<file path="config.mk">
export PLATFORM = sky130hd
export DESIGN_NAME = des_decrypt_core
export DESIGN_NICKNAME = d
export VERILOG_FILES = /design/src/rtl/des_pkg.sv /design/src/rtl/des_f_function.sv /design/src/rtl/des_decrypt_core.sv
export SDC_FILE = /design/constraint.sdc
export NUM_CORES = 1
export LEC_CHECK = 0
export CAP_MARGIN = 20
export CORE_AREA = 2 2 157 159
export CTS_CLUSTER_SIZE = 16
export DETAILED_ROUTE_END_ITERATION = 7
export DIE_AREA = 0 0 159 161
export PLACE_DENSITY = 0.86
export REMOVE_ABC_BUFFERS = 1
export SYNTH_ARGS = -nofsm -noshare
export SYNTH_HDL_FRONTEND = slang
export SYNTH_HIERARCHICAL = 1
export SYNTH_SLANG_ARGS = --single-unit
export TNS_END_PERCENT = 5
</file>
<file path="constraint.sdc">
create_clock -name clk -period 16.27 [get_ports clk]
set_input_delay 3.254 -clock clk [delete_from_list [all_inputs] [get_ports clk]]
set_output_delay 3.254 -clock clk [all_outputs]
set_load 0.02 [all_outputs]
</file>
<file path="src/rtl/des_pkg.sv">
`default_nettype none
// ============================================================================
//  Module      : des_pkg
//  Description : Shared DES constants and helpers for des_decrypt_core.
//                Holds the IP/FP/E/P/PC1/PC2 index tables (1-based DES bit
//                numbers, bit 1 = MSB), the key rotation schedules, the FSM
//                state enum and the eight S-box tables.
//                Vectors are stored [N-1:0], so DES bit k of an N-bit value
//                lives at index N-k.
//  Revision    : 1.0 - initial release
// ============================================================================
package des_pkg;

    typedef enum logic [1:0] {
        ST_IDLE  = 2'd0,
        ST_ROUND = 2'd1,
        ST_DONE  = 2'd2
    } state_e;

    localparam int IP_T [64] = '{
        58, 50, 42, 34, 26, 18, 10, 2,
        60, 52, 44, 36, 28, 20, 12, 4,
        62, 54, 46, 38, 30, 22, 14, 6,
        64, 56, 48, 40, 32, 24, 16, 8,
        57, 49, 41, 33, 25, 17,  9, 1,
        59, 51, 43, 35, 27, 19, 11, 3,
        61, 53, 45, 37, 29, 21, 13, 5,
        63, 55, 47, 39, 31, 23, 15, 7
    };

    localparam int FP_T [64] = '{
        40, 8, 48, 16, 56, 24, 64, 32,
        39, 7, 47, 15, 55, 23, 63, 31,
        38, 6, 46, 14, 54, 22, 62, 30,
        37, 5, 45, 13, 53, 21, 61, 29,
        36, 4, 44, 12, 52, 20, 60, 28,
        35, 3, 43, 11, 51, 19, 59, 27,
        34, 2, 42, 10, 50, 18, 58, 26,
        33, 1, 41,  9, 49, 17, 57, 25
    };

    localparam int E_T [48] = '{
        32,  1,  2,  3,  4,  5,
         4,  5,  6,  7,  8,  9,
         8,  9, 10, 11, 12, 13,
        12, 13, 14, 15, 16, 17,
        16, 17, 18, 19, 20, 21,
        20, 21, 22, 23, 24, 25,
        24, 25, 26, 27, 28, 29,
        28, 29, 30, 31, 32,  1
    };

    localparam int P_T [32] = '{
        16,  7, 20, 21, 29, 12, 28, 17,
         1, 15, 23, 26,  5, 18, 31, 10,
         2,  8, 24, 14, 32, 27,  3,  9,
        19, 13, 30,  6, 22, 11,  4, 25
    };

    // Parity bits 8,16,..,64 never appear here, so they are dropped.
    localparam int PC1_T [56] = '{
        57, 49, 41, 33, 25, 17,  9,
         1, 58, 50, 42, 34, 26, 18,
        10,  2, 59, 51, 43, 35, 27,
        19, 11,  3, 60, 52, 44, 36,
        63, 55, 47, 39, 31, 23, 15,
         7, 62, 54, 46, 38, 30, 22,
        14,  6, 61, 53, 45, 37, 29,
        21, 13,  5, 28, 20, 12,  4
    };

    localparam int PC2_T [48] = '{
        14, 17, 11, 24,  1,  5,
         3, 28, 15,  6, 21, 10,
        23, 19, 12,  4, 26,  8,
        16,  7, 27, 20, 13,  2,
        41, 52, 31, 37, 47, 55,
        30, 40, 51, 45, 33, 48,
        44, 49, 39, 56, 34, 53,
        46, 42, 50, 36, 29, 32
    };

    // Decrypt: right rotation applied after round cnt. The final entry is
    // zero because nothing follows the last round.
    localparam logic [1:0] DEC_RSH [16] = '{
        2'd1, 2'd2, 2'd2, 2'd2, 2'd2, 2'd2, 2'd2, 2'd1,
        2'd2, 2'd2, 2'd2, 2'd2, 2'd2, 2'd2, 2'd1, 2'd0
    };

    // Encrypt: left rotation applied before the subkey of round cnt is used.
    localparam logic [1:0] ENC_LSH [16] = '{
        2'd1, 2'd1, 2'd2, 2'd2, 2'd2, 2'd2, 2'd2, 2'd2,
        2'd1, 2'd2, 2'd2, 2'd2, 2'd2, 2'd2, 2'd2, 2'd1
    };

    // Each box packs 4 rows x 16 columns of nibbles; entry (row*16+col)
    // sits at bits [255-4*idx -: 4].
    localparam logic [255:0] SBOX_T [8] = '{
        256'hE4D12FB83A6C5907_0F74E2D1A6CB9538_41E8D62BFC973A50_FC8249175B3EA06D,
        256'hF18E6B34972DC05A_3D47F28EC01A69B5_0E7BA4D158C6932F_D8A13F42B67C05E9,
        256'hA09E63F51DC7B428_D70934A6285ECBF1_D6498F30B12C5AE7_1AD069874FE3B52C,
        256'h7DE3069A1285BC4F_D8B56F03472C1AE9_A690CB7DF13E5284_3F06A1D8945BC72E,
        256'h2C417AB6853FD0E9_EB2C47D150FA3986_421BAD78F9C5630E_B8C71E2D6F09A453,
        256'hC1AF92680D34E75B_AF427C9561DE0B38_9EF528C3704A1DB6_432C95FABE17608D,
        256'h4B2EF08D3C975A61_D0B7491AE35C2F86_14BDC37EAF680592_6BD814A7950FE23C,
        256'hD2846FB1A93E50C7_1FD8A374C56B0E92_7B419CE206ADF358_21E74A8DFC90356B
    };

    function automatic logic [63:0] perm_ip(input logic [63:0] x);
        logic [63:0] o;
        for (int i = 0; i < 64; i++) o[63-i] = x[64-IP_T[i]];
        return o;
    endfunction

    function automatic logic [63:0] perm_fp(input logic [63:0] x);
        logic [63:0] o;
        for (int i = 0; i < 64; i++) o[63-i] = x[64-FP_T[i]];
        return o;
    endfunction

    function automatic logic [47:0] perm_e(input logic [31:0] x);
        logic [47:0] o;
        for (int i = 0; i < 48; i++) o[47-i] = x[32-E_T[i]];
        return o;
    endfunction

    function automatic logic [31:0] perm_p(input logic [31:0] x);
        logic [31:0] o;
        for (int i = 0; i < 32; i++) o[31-i] = x[32-P_T[i]];
        return o;
    endfunction

    function automatic logic [55:0] perm_pc1(input logic [63:0] x);
        logic [55:0] o;
        for (int i = 0; i < 56; i++) o[55-i] = x[64-PC1_T[i]];
        return o;
    endfunction

    function automatic logic [47:0] perm_pc2(input logic [55:0] x);
        logic [47:0] o;
        for (int i = 0; i < 48; i++) o[47-i] = x[56-PC2_T[i]];
        return o;
    endfunction

    // Row is formed from the outer bits (1,6), column from bits 2..5, so the
    // flat table index is simply {b1, b6, b2..b5}.
    function automatic logic [3:0] sbox_lookup(input int box, input logic [5:0] six);
        logic [5:0] idx;
        idx = {six[5], six[0], six[4:1]};
        return SBOX_T[box][255 - 4*int'(idx) -: 4];
    endfunction

    function automatic logic [27:0] rotl28(input logic [27:0] v, input logic [1:0] n);
        case (n)
            2'd1:    return {v[26:0], v[27]};
            2'd2:    return {v[25:0], v[27:26]};
            default: return v;
        endcase
    endfunction

    function automatic logic [27:0] rotr28(input logic [27:0] v, input logic [1:0] n);
        case (n)
            2'd1:    return {v[0], v[27:1]};
            2'd2:    return {v[1:0], v[27:2]};
            default: return v;
        endcase
    endfunction

    // C (upper 28 bits) and D (lower 28 bits) rotate independently.
    function automatic logic [55:0] rot_cd_left(input logic [55:0] cd, input logic [1:0] n);
        return {rotl28(cd[55:28], n), rotl28(cd[27:0], n)};
    endfunction

    function automatic logic [55:0] rot_cd_right(input logic [55:0] cd, input logic [1:0] n);
        return {rotr28(cd[55:28], n), rotr28(cd[27:0], n)};
    endfunction

endpackage
`default_nettype wire

</file>
<file path="src/rtl/des_f_function.sv">
`default_nettype none
// ============================================================================
//  Module      : des_f_function
//  Description : Combinational DES round function f(R, K):
//                E-expansion, XOR with subkey, eight S-boxes, P permutation.
//  Ports       : r_i      [31:0] right half (DES bit 1 = MSB)
//                subkey_i [47:0] round subkey
//                f_o      [31:0] f(R, K)
//  Revision    : 1.0 - initial release
// ============================================================================
module des_f_function (
    input  logic [31:0] r_i,
    input  logic [47:0] subkey_i,
    output logic [31:0] f_o
);
    import des_pkg::*;

    logic [47:0] mixed;
    logic [31:0] sbox_out;

    assign mixed = perm_e(r_i) ^ subkey_i;

    // Box g consumes 6-bit group g (bits 6g+1..6g+6) and yields nibble g.
    for (genvar g = 0; g < 8; g++) begin : g_sbox
        logic [5:0] six;
        assign six = mixed[47-6*g -: 6];
        assign sbox_out[31-4*g -: 4] = sbox_lookup(g, six);
    end

    assign f_o = perm_p(sbox_out);

endmodule
`default_nettype wire

</file>
<file path="src/rtl/des_decrypt_core.sv">
`default_nettype none
// ============================================================================
//  Module      : des_decrypt_core
//  Description : Iterative DES engine, one round per clock. Default build
//                decrypts (subkeys K16..K1). Defining DES_ENCRYPT_MODE_EN adds
//                in_encrypt_i, sampled on accept, selecting encryption
//                (subkeys K1..K16); latency is the same in both modes.
//  Ports       : clk, rst        clock, asynchronous active-high reset
//                in_valid_i      block + key presented
//                in_encrypt_i    1 = encrypt (DES_ENCRYPT_MODE_EN only)
//                in_ready_o      high only while idle
//                in_data_i[63:0] ciphertext (DES bit 1 = bit 63)
//                in_key_i [63:0] key, parity bits ignored
//                out_valid_o     result present, held until out_ready_i
//                out_ready_i     downstream accepts result
//                out_data_o      plaintext, retained while idle
//                busy_o          high while rounds run or result waits
//  Revision    : 1.0 - initial release
// ============================================================================
module des_decrypt_core #(
    parameter int ROUNDS = 16
) (
    input  logic        clk,
    input  logic        rst,
    input  logic        in_valid_i,
`ifdef DES_ENCRYPT_MODE_EN
    input  logic        in_encrypt_i,
`endif
    output logic        in_ready_o,
    input  logic [63:0] in_data_i,
    input  logic [63:0] in_key_i,
    output logic        out_valid_o,
    input  logic        out_ready_i,
    output logic [63:0] out_data_o,
    output logic        busy_o
);
    import des_pkg::*;

    state_e      state_q;
    logic [3:0]  cnt_q;
    logic [31:0] l_q;
    logic [31:0] r_q;
    logic [55:0] cd_q;
    logic        in_ready_q;
    logic        out_valid_q;
    logic        busy_q;
    logic [63:0] out_data_q;
`ifdef DES_ENCRYPT_MODE_EN
    logic        enc_q;
`endif

    logic        accept;
    logic [63:0] ip_blk;
    logic [55:0] cd_load;
    logic [55:0] cd_use;
    logic [55:0] cd_d;
    logic [47:0] subkey;
    logic [31:0] f_val;
    logic [31:0] r_d;
    logic [63:0] out_data_d;

    // in_ready_q is high exactly in the idle state.
    assign accept  = in_valid_i & in_ready_q;
    assign ip_blk  = perm_ip(in_data_i);
    assign cd_load = perm_pc1(in_key_i);

    // Decrypt uses the current C/D and rotates right afterwards; the very
    // first round therefore sees C0D0, which equals C16D16 (K16).
    // Encrypt rotates left first and uses the rotated value.
    always_comb begin
        cd_use = cd_q;
        cd_d   = rot_cd_right(cd_q, DEC_RSH[cnt_q]);
`ifdef DES_ENCRYPT_MODE_EN
        if (enc_q) begin
            cd_use = rot_cd_left(cd_q, ENC_LSH[cnt_q]);
            cd_d   = cd_use;
        end
`endif
    end

    assign subkey = perm_pc2(cd_use);

    des_f_function u_f_function (
        .r_i      (r_q),
        .subkey_i (subkey),
        .f_o      (f_val)
    );

    assign r_d = l_q ^ f_val;

    // Result of the last round taken directly from next-state values;
    // {R16, L16} undoes the swap of the final round.
    assign out_data_d = perm_fp({r_d, r_q});

    always_ff @(posedge clk or posedge rst) begin
        if (rst) begin
            state_q     <= ST_IDLE;
            cnt_q       <= 4'd0;
            l_q         <= '0;
            r_q         <= '0;
            cd_q        <= '0;
            in_ready_q  <= 1'b1;
            out_valid_q <= 1'b0;
            busy_q      <= 1'b0;
            out_data_q  <= '0;
`ifdef DES_ENCRYPT_MODE_EN
            enc_q       <= 1'b0;
`endif
        end else begin
            case (state_q)
                ST_IDLE: begin
                    if (accept) begin
                        l_q        <= ip_blk[63:32];
                        r_q        <= ip_blk[31:0];
                        cd_q       <= cd_load;
                        cnt_q      <= 4'd0;
                        in_ready_q <= 1'b0;
                        busy_q     <= 1'b1;
                        state_q    <= ST_ROUND;
`ifdef DES_ENCRYPT_MODE_EN
                        enc_q      <= in_encrypt_i;
`endif
                    end
                end
                ST_ROUND: begin
                    l_q   <= r_q;
                    r_q   <= r_d;
                    cd_q  <= cd_d;
                    cnt_q <= cnt_q + 4'd1;
                    if (cnt_q == 4'(ROUNDS - 1)) begin
                        out_data_q  <= out_data_d;
                        out_valid_q <= 1'b1;
                        state_q     <= ST_DONE;
                    end
                end
                ST_DONE: begin
                    if (out_ready_i) begin
                        out_valid_q <= 1'b0;
                        in_ready_q  <= 1'b1;
                        busy_q      <= 1'b0;
                        state_q     <= ST_IDLE;
                    end
                end
                default: begin
                    state_q     <= ST_IDLE;
                    in_ready_q  <= 1'b1;
                    out_valid_q <= 1'b0;
                    busy_q      <= 1'b0;
                end
            endcase
        end
    end

    assign in_ready_o  = in_ready_q;
    assign out_valid_o = out_valid_q;
    assign out_data_o  = out_data_q;
    assign busy_o      = busy_q;

endmodule
`default_nettype wire

</file>
==> summary.txt, run 1 <==
GP Congestion: 0.9719
Num CTS Buffers: 17
Reg2reg end: r_q[14]
Setup_tns: 0 ns
Max-cap violations: 0
Diode count: 0
# rows: 57
CP max FO: 38
EDFF count, synth: 0
Total gr overflow: 0
Fin. Hold Viols: 0
Setup violations, final: 0
Setup Fix Bufs, Post-CTS: 0
Vias in the first global route: 12210
CTS H-tree lvls: 4
Pint: 0.7462 mW
Hold path depth: 1
Die X: 159 um
Cells after Synth: 1470
Hold Crit Start: out_valid_o
DRC errors left: 0
Final Max Slew Viols: 0
Core ar.: 23960 um2
R2r setup slk: 12.50 ns
Synth top area share: 0.3409
DIE AREA: 25600 um2
Clk_lat worst skew: 0.44 ns
Detail Placement HPWL: 28320 um
Worst Hold Class: register to register
Mean Syn Cell Area: 9.587 um2
Sequential share of power: 0.493
NumNets Final: 1805
CTS Hold Bufs: 0
Synth cell count leaders: dfrtp_1, nor2_1, o21ai_0, mux2i_1, nand2_1
Routed vias/inst: 6.733
Synth Area in Simple Gates: 0.09260
Mux contribution to synthesized area: 0.1360
Die H: 161 um
CTS tree: yes
Final wirelength: 42460 um
Fraction of layout cells with a size suffix above 1: 0.09141
Initial Util: 0.5881
Period Utilization, post-route: 0.3263
Worst R2R Path Depth: 10
Adder-Cell Fraction of Synth Area: 0.05948
Initial antenna violation count: 0
Post-route ant nets: 0
Yosys reg bits: 193
Area grow syn2layout: 19.41%
CP startpoint kind: input port
CP arrival: 5.68 ns
Switch share: 0.2319
Crit path from: in_valid_i
R2R Path Start: r_q[25]
Power Density: 57.73 nW/um2
Top area cells in the synthesized netlist: dfrtp_1, mux2i_1, ha_1
Synthesized cell area: 14090 um2
Gate power share: 0.047
Clk network pwr share: 0.460
I/O Pins: 199
Largest family of logic cells by synthesized area: compound AO/OA/AOI/OAI gates
Largest net degree at the start of global routing: 119
Fmax: 188.4 MHz
Clock sinks: 193
Initial DRC count: 1510
First-pass GRT wire length: 66960 um
Rel. slew slack: 0.2480
Cell taking the most area after synthesis: dfrtp_1
Post-synthesis sequential area ratio: 0.3428
Crit. End Element: register
Most used DFF post-synth: dfrtp_1
Synth async-reset ratio: 1.000
Routed len/inst: 21.85 um
Most common cell in the netlist: dfrtp_1
Status: finished, final reports clean
Clock Skews: 0.01154 ns
Cell variety after synth: 70
RSZ-0062 raised after global routing: no
Post-layout min period: 5.309 ns
DR pass1 iterations: 6
Worst Hold End: out_valid_o
CTS resizes: 0
Maximum root-to-sink buffer count: 2
Overall Power: 0.9715 mW
Switch Pwr: 0.2253 mW
Port Buffers: 190
Req. time, crit path: 16.64 ns
Kind of critical path: input port to register
Xor and xnor area share after synthesis: 0.08816
GRT Util Overall: 0.3244
Vias: 13080
Static Leak: 7.251 nW
Yosys warns: 6
Max IR drop VDD: 0.00006094 V
CTS Root Cell: clkbuf_16
Post-synthesis compound-gate area fraction: 0.2373
Worst-Margin Slew: 1.124 ns
Clk slew on worst S/H paths: 0.08 ns
placed cells by master, fill, tap and decap left out, types with 4 or more instances in the layout:
cell | netlist | routed
a221oi_1 | 8 | 8
nor2_1 | 135 | 135
inv_2 | 4 | 4
a211o_1 | 5 | 5
a211oi_1 | 36 | 36
xor2_1 | 48 | 48
a2111oi_0 | 4 | 4
o21ai_0 | 132 | 132
a21oi_1 | 47 | 46
mux2_2 | 42 | 42
o221ai_1 | 7 | 7
inv_1 | 34 | 33
a311oi_1 | 11 | 11
ha_1 | 67 | 66
nand2b_1 | 5 | 4
o22ai_1 | 5 | 5
xnor2_2 | 8 | 8
a21o_1 | 4 | 4
a221o_1 | 80 | 80
o2111ai_1 | 9 | 9
o31ai_1 | 29 | 29
mux2i_1 | 106 | 106
o311ai_0 | 5 | 5
mux4_2 | 16 | 16
a31oi_1 | 20 | 20
nand2_1 | 82 | 82
clkbuf_16 | 0 | 17
nand3_1 | 25 | 24
clkdlybuf4s50_1 | 0 | 190
dfrtp_1 | 192 | 192
a22oi_1 | 14 | 14
o2bb2ai_1 | 4 | 4
buf_4 | 5 | 27
or3_1 | 4 | 4
o211ai_1 | 33 | 33
nor3_1 | 27 | 27
xnor2_1 | 74 | 74
final cells by class:
type / count / area, um2
clock buffer: 20 / 456.7
timing repair buffer: 219 / 2145
fill: 1835 / 7134
clock inverter: 12 / 146.4
multi-input combinational: 1136 / 8691
sequential: 193 / 4831
tap: 324 / 405.4
inverter: 39 / 153.9
through the flow:
step | util | cell area (um2) | hold slack [ns] | cells | setup slack, ns
floorplan | - | 13620 | 0.4867 | 1368 | 4.369
global placement | 0.6736 | 16140 | 0.4656 | 1903 | 10.47
detailed placement | 0.6736 | 16140 | 0.4695 | 1903 | 10.35
CTS | 0.6987 | 16740 | 0.4906 | 1935 | 10.81
global route | 0.7023 | 16830 | 0.5102 | 1943 | 10.87
finish | 0.7023 | 16830 | 0.4896 | 1943 | 10.96
critical path: stages:
cell             delay [ns]
clkdlybuf4s50_1        0.51
nor4bb_4               0.20
buf_4                  0.32
nor2b_4                0.66
buf_4                  0.45
a221o_1                0.23
cells by family after synthesis:
family                     Yosys count
buffers and inverters              141
AOI/OAI and AO/OA                  470
adders and majority gates           67
and+or+nand+nor                    301
muxes                              166
xor gates and xnor gates           132
DFF                                193
flip-flops by register name, indices dropped and copies added, names as in the netlist:
name	cells
out_data_o	64
cd_q	56
l_q	32
r_q	32
cnt_q	4
state_q	2
busy_o	1
in_ready_o	1
out_valid_o	1
how the worst max path moves through the flow:
stage,slack (ns),endpoint,depth (start not counted)
after floorplan,4.37,cd_q[0],3
after global placement,10.47,l_q[12],5
after detailed placement,10.35,l_q[18],5
after CTS,10.81,l_q[6],5
after global routing,10.87,cd_q[35],6
final,10.96,cd_q[37],6
layer usage:
metal / vias up / global-route usage / wire [um]
met3: 96 / 0.04597 / 3357
met2: 724 / 0.5253 / 20010
met1: 6449 / 0.4511 / 17820
met4: 0 / 0.1124 / 1271
met5: - / 0 / 0
li1: 5814 / - / -
power by group through the flow:
stage | Combinational, mW | Sequential, mW | Clock [mW]
global route | 0.0490 | 0.479 | 0.467
global placement | 0.0456 | 0.489 | 0
floorplan | 0.00932 | 0.489 | 0
detailed placement | 0.0457 | 0.489 | 0
finish | 0.0455 | 0.479 | 0.447
CTS | 0.0460 | 0.479 | 0.448
Power figures use the tool's default switching activity.
==> run 2: changes to the inputs <==
Settings changed: CORE_AREA 2 2 157 159 to 2 2 162 164, DIE_AREA 0 0 159 161 to 0 0 164 166, PLACE_DENSITY 0.86 to 0.82.
Clock period 16.27 ns to 5.55 ns, I/O delays scaled along.
==> summary.txt, run 2 (synthesis gave the netlist of run 1 again) <==
DP Area: 16240 um2 (+0.60%)
Diode count: 0 (unchanged)
Vias in the first global route: 12090 (-0.98%)
I/O Pins: 199 (unchanged)
Initial antenna violation count: 0 (unchanged)
CP max FO: 13 (-66%)
Clk slew on worst S/H paths: 0.08 ns (about the same)
Static Leak: 7.252 nW (about the same)
Period Utilization, post-route: 0.6503
Rel. slew slack: 0.2833 (+0.03529)
# rows: 59 (+3.5%)
Vias: 12920 (-1.2%)
Placed instance count: 1921 (+0.95%)
Final Util: 0.6581 (-0.04414)
Die H: 166 um (+3.1%)
Design area: 16860 um2 (+0.18%)
Fraction of layout cells with a size suffix above 1: 0.09483 (+0.003413)
Num CTS Buffers: 17 (unchanged)
Routed vias/inst: 6.597 (-2.0%)
Largest net degree at the start of global routing: 128 (+7.6%)
Core ar.: 25620 um2 (+6.9%)
Most common cell after layout, fill and taps aside: dfrtp_1
Die X: 164 um (+3.1%)
Non-filler cells, final: 1959 (+0.82%)
Post-layout min period: 3.609 ns
Reg2reg end: r_q[3]
Kind of critical path: register to register
CTS Hold Bufs: 0 (unchanged)
Final wirelength: 42300 um (-0.37%)
Area grow syn2layout: 19.62%
Setup_tns: 0 ns (unchanged)
Fin. Hold Viols: 0 (unchanged)
DRC errors left: 0 (unchanged)
Setup violations, final: 0 (unchanged)
Clock sinks: 193 (unchanged)
R2r setup slk: 1.94 ns (-10.56 ns)
Routed len/inst: 21.59 um (-1.2%)
GP Congestion: 0.9723 (about the same)
First-pass GRT wire length: 66930 um (about the same)
Post-route ant nets: 0 (unchanged)
CTS resizes: 0 (unchanged)
Initial DRC count: 1619 (+7.2%)
CTS H-tree lvls: 4 (unchanged)
Detail Placement HPWL: 28890 um (+2.0%)
Clk_lat worst skew: 0.44 ns (about the same)
Initial Util: 0.5502 (-0.03795)
Capture point of the critical path: r_q[3]
Port Buffers: 190 (unchanged)
Final Max Slew Viols: 0 (unchanged)
GRT Util Overall: 0.3099 (-0.01451)
Clock Skews: 0.01231 ns (+0.0007753 ns)
NumNets Final: 1810 (+0.28%)
Hold Crit Start: out_valid_o
RSZ-0062 raised after global routing: no
Worst-Margin Slew: 1.067 ns (-0.05680 ns)
Power Density: 165.1 nW/um2 (+190%)
Leading cell types in the layout, fill and taps excluded: dfrtp_1, clkdlybuf4s50_1, nor2_1
Worst R2R Path Depth: 10 (unchanged)
Crit path from: cd_q[11]
DIE AREA: 27220 um2 (+6.3%)
Largest register FFs: 64 (unchanged)
Max IR drop VDD: 0.0001424 V (+130%)
Maximum root-to-sink buffer count: 2 (unchanged)
CP startpoint kind: register
Setup Fix Bufs, Post-CTS: 0 (unchanged)
Crit. End Element: register
CTS Root Cell: clkbuf_16
Max-cap violations: 0 (unchanged)
DR pass1 iterations: 7 (+1)
Total gr overflow: 0 (unchanged)
Req. time, crit path: 5.88 ns (-10.76 ns)
Status: finished, final reports clean
CP arrival: 3.94 ns (-1.74 ns)
Fmax: 277.1 MHz
R2R Path Start: cd_q[11]
CTS tree: yes
Worst Hold Class: register to register
## run 2: routing by layer
metal  up-vias  GRT usage  wire (um)
li1       5826          -          -
met1      6257     0.4445      17890
met2       739     0.4719      19160
met3       102    0.05619       3801
met4         0     0.1087       1449
met5         -          0          0
## run 2: area by class of cell
class	instances	area (um2)
Timing Repair Buffer	224	2182
Multi-Input combinational cell	1136	8696
Sequential cell	193	4831
Fill cell	2054	8757
Tap cell	335	419.2
Clock buffer	17	425.4
Clock inverter	15	151.4
Inverter	39	153.9
## run 2: worst min path at each step
stage	end	slack, ns	depth (start not counted)
after floorplan	cnt_q[0]	0.49	1
after global placement	out_valid_o	0.47	1
after detailed placement	out_data_o[43]	0.48	1
after CTS	out_data_o[43]	0.50	1
after global routing	out_valid_o	0.52	1
final	out_valid_o	0.50	1
## run 2: stage by stage
stage	setup slack, ns	hold slack (ns)	total power, mW
floorplan	-4.207	0.4867	1.461
global placement	2.103	0.4701	1.567
detailed placement	2.074	0.4751	1.567
CTS	2.047	0.5005	2.802
global route	1.752	0.5165	2.867
finish	1.941	0.4979	2.783
## run 2: power breakdown
part | internal, mW | switching, mW
Combinational | 0.0822 | 0.0504
Clock | 0.601 | 0.645
Sequential | 1.40 | 0
Total | 2.09 | 0.695
## run 2: worst max-delay path: stages (launching register included)
cell	delay [ns]
dfrtp_1	0.46
xnor2_1	0.88
inv_1	0.43
ha_1	0.35
nor2_1	0.11
a211oi_1	0.07
o311ai_0	0.40
nand3_1	0.17
xnor2_1	0.28
nor2_1	0.08
a221o_1	0.28
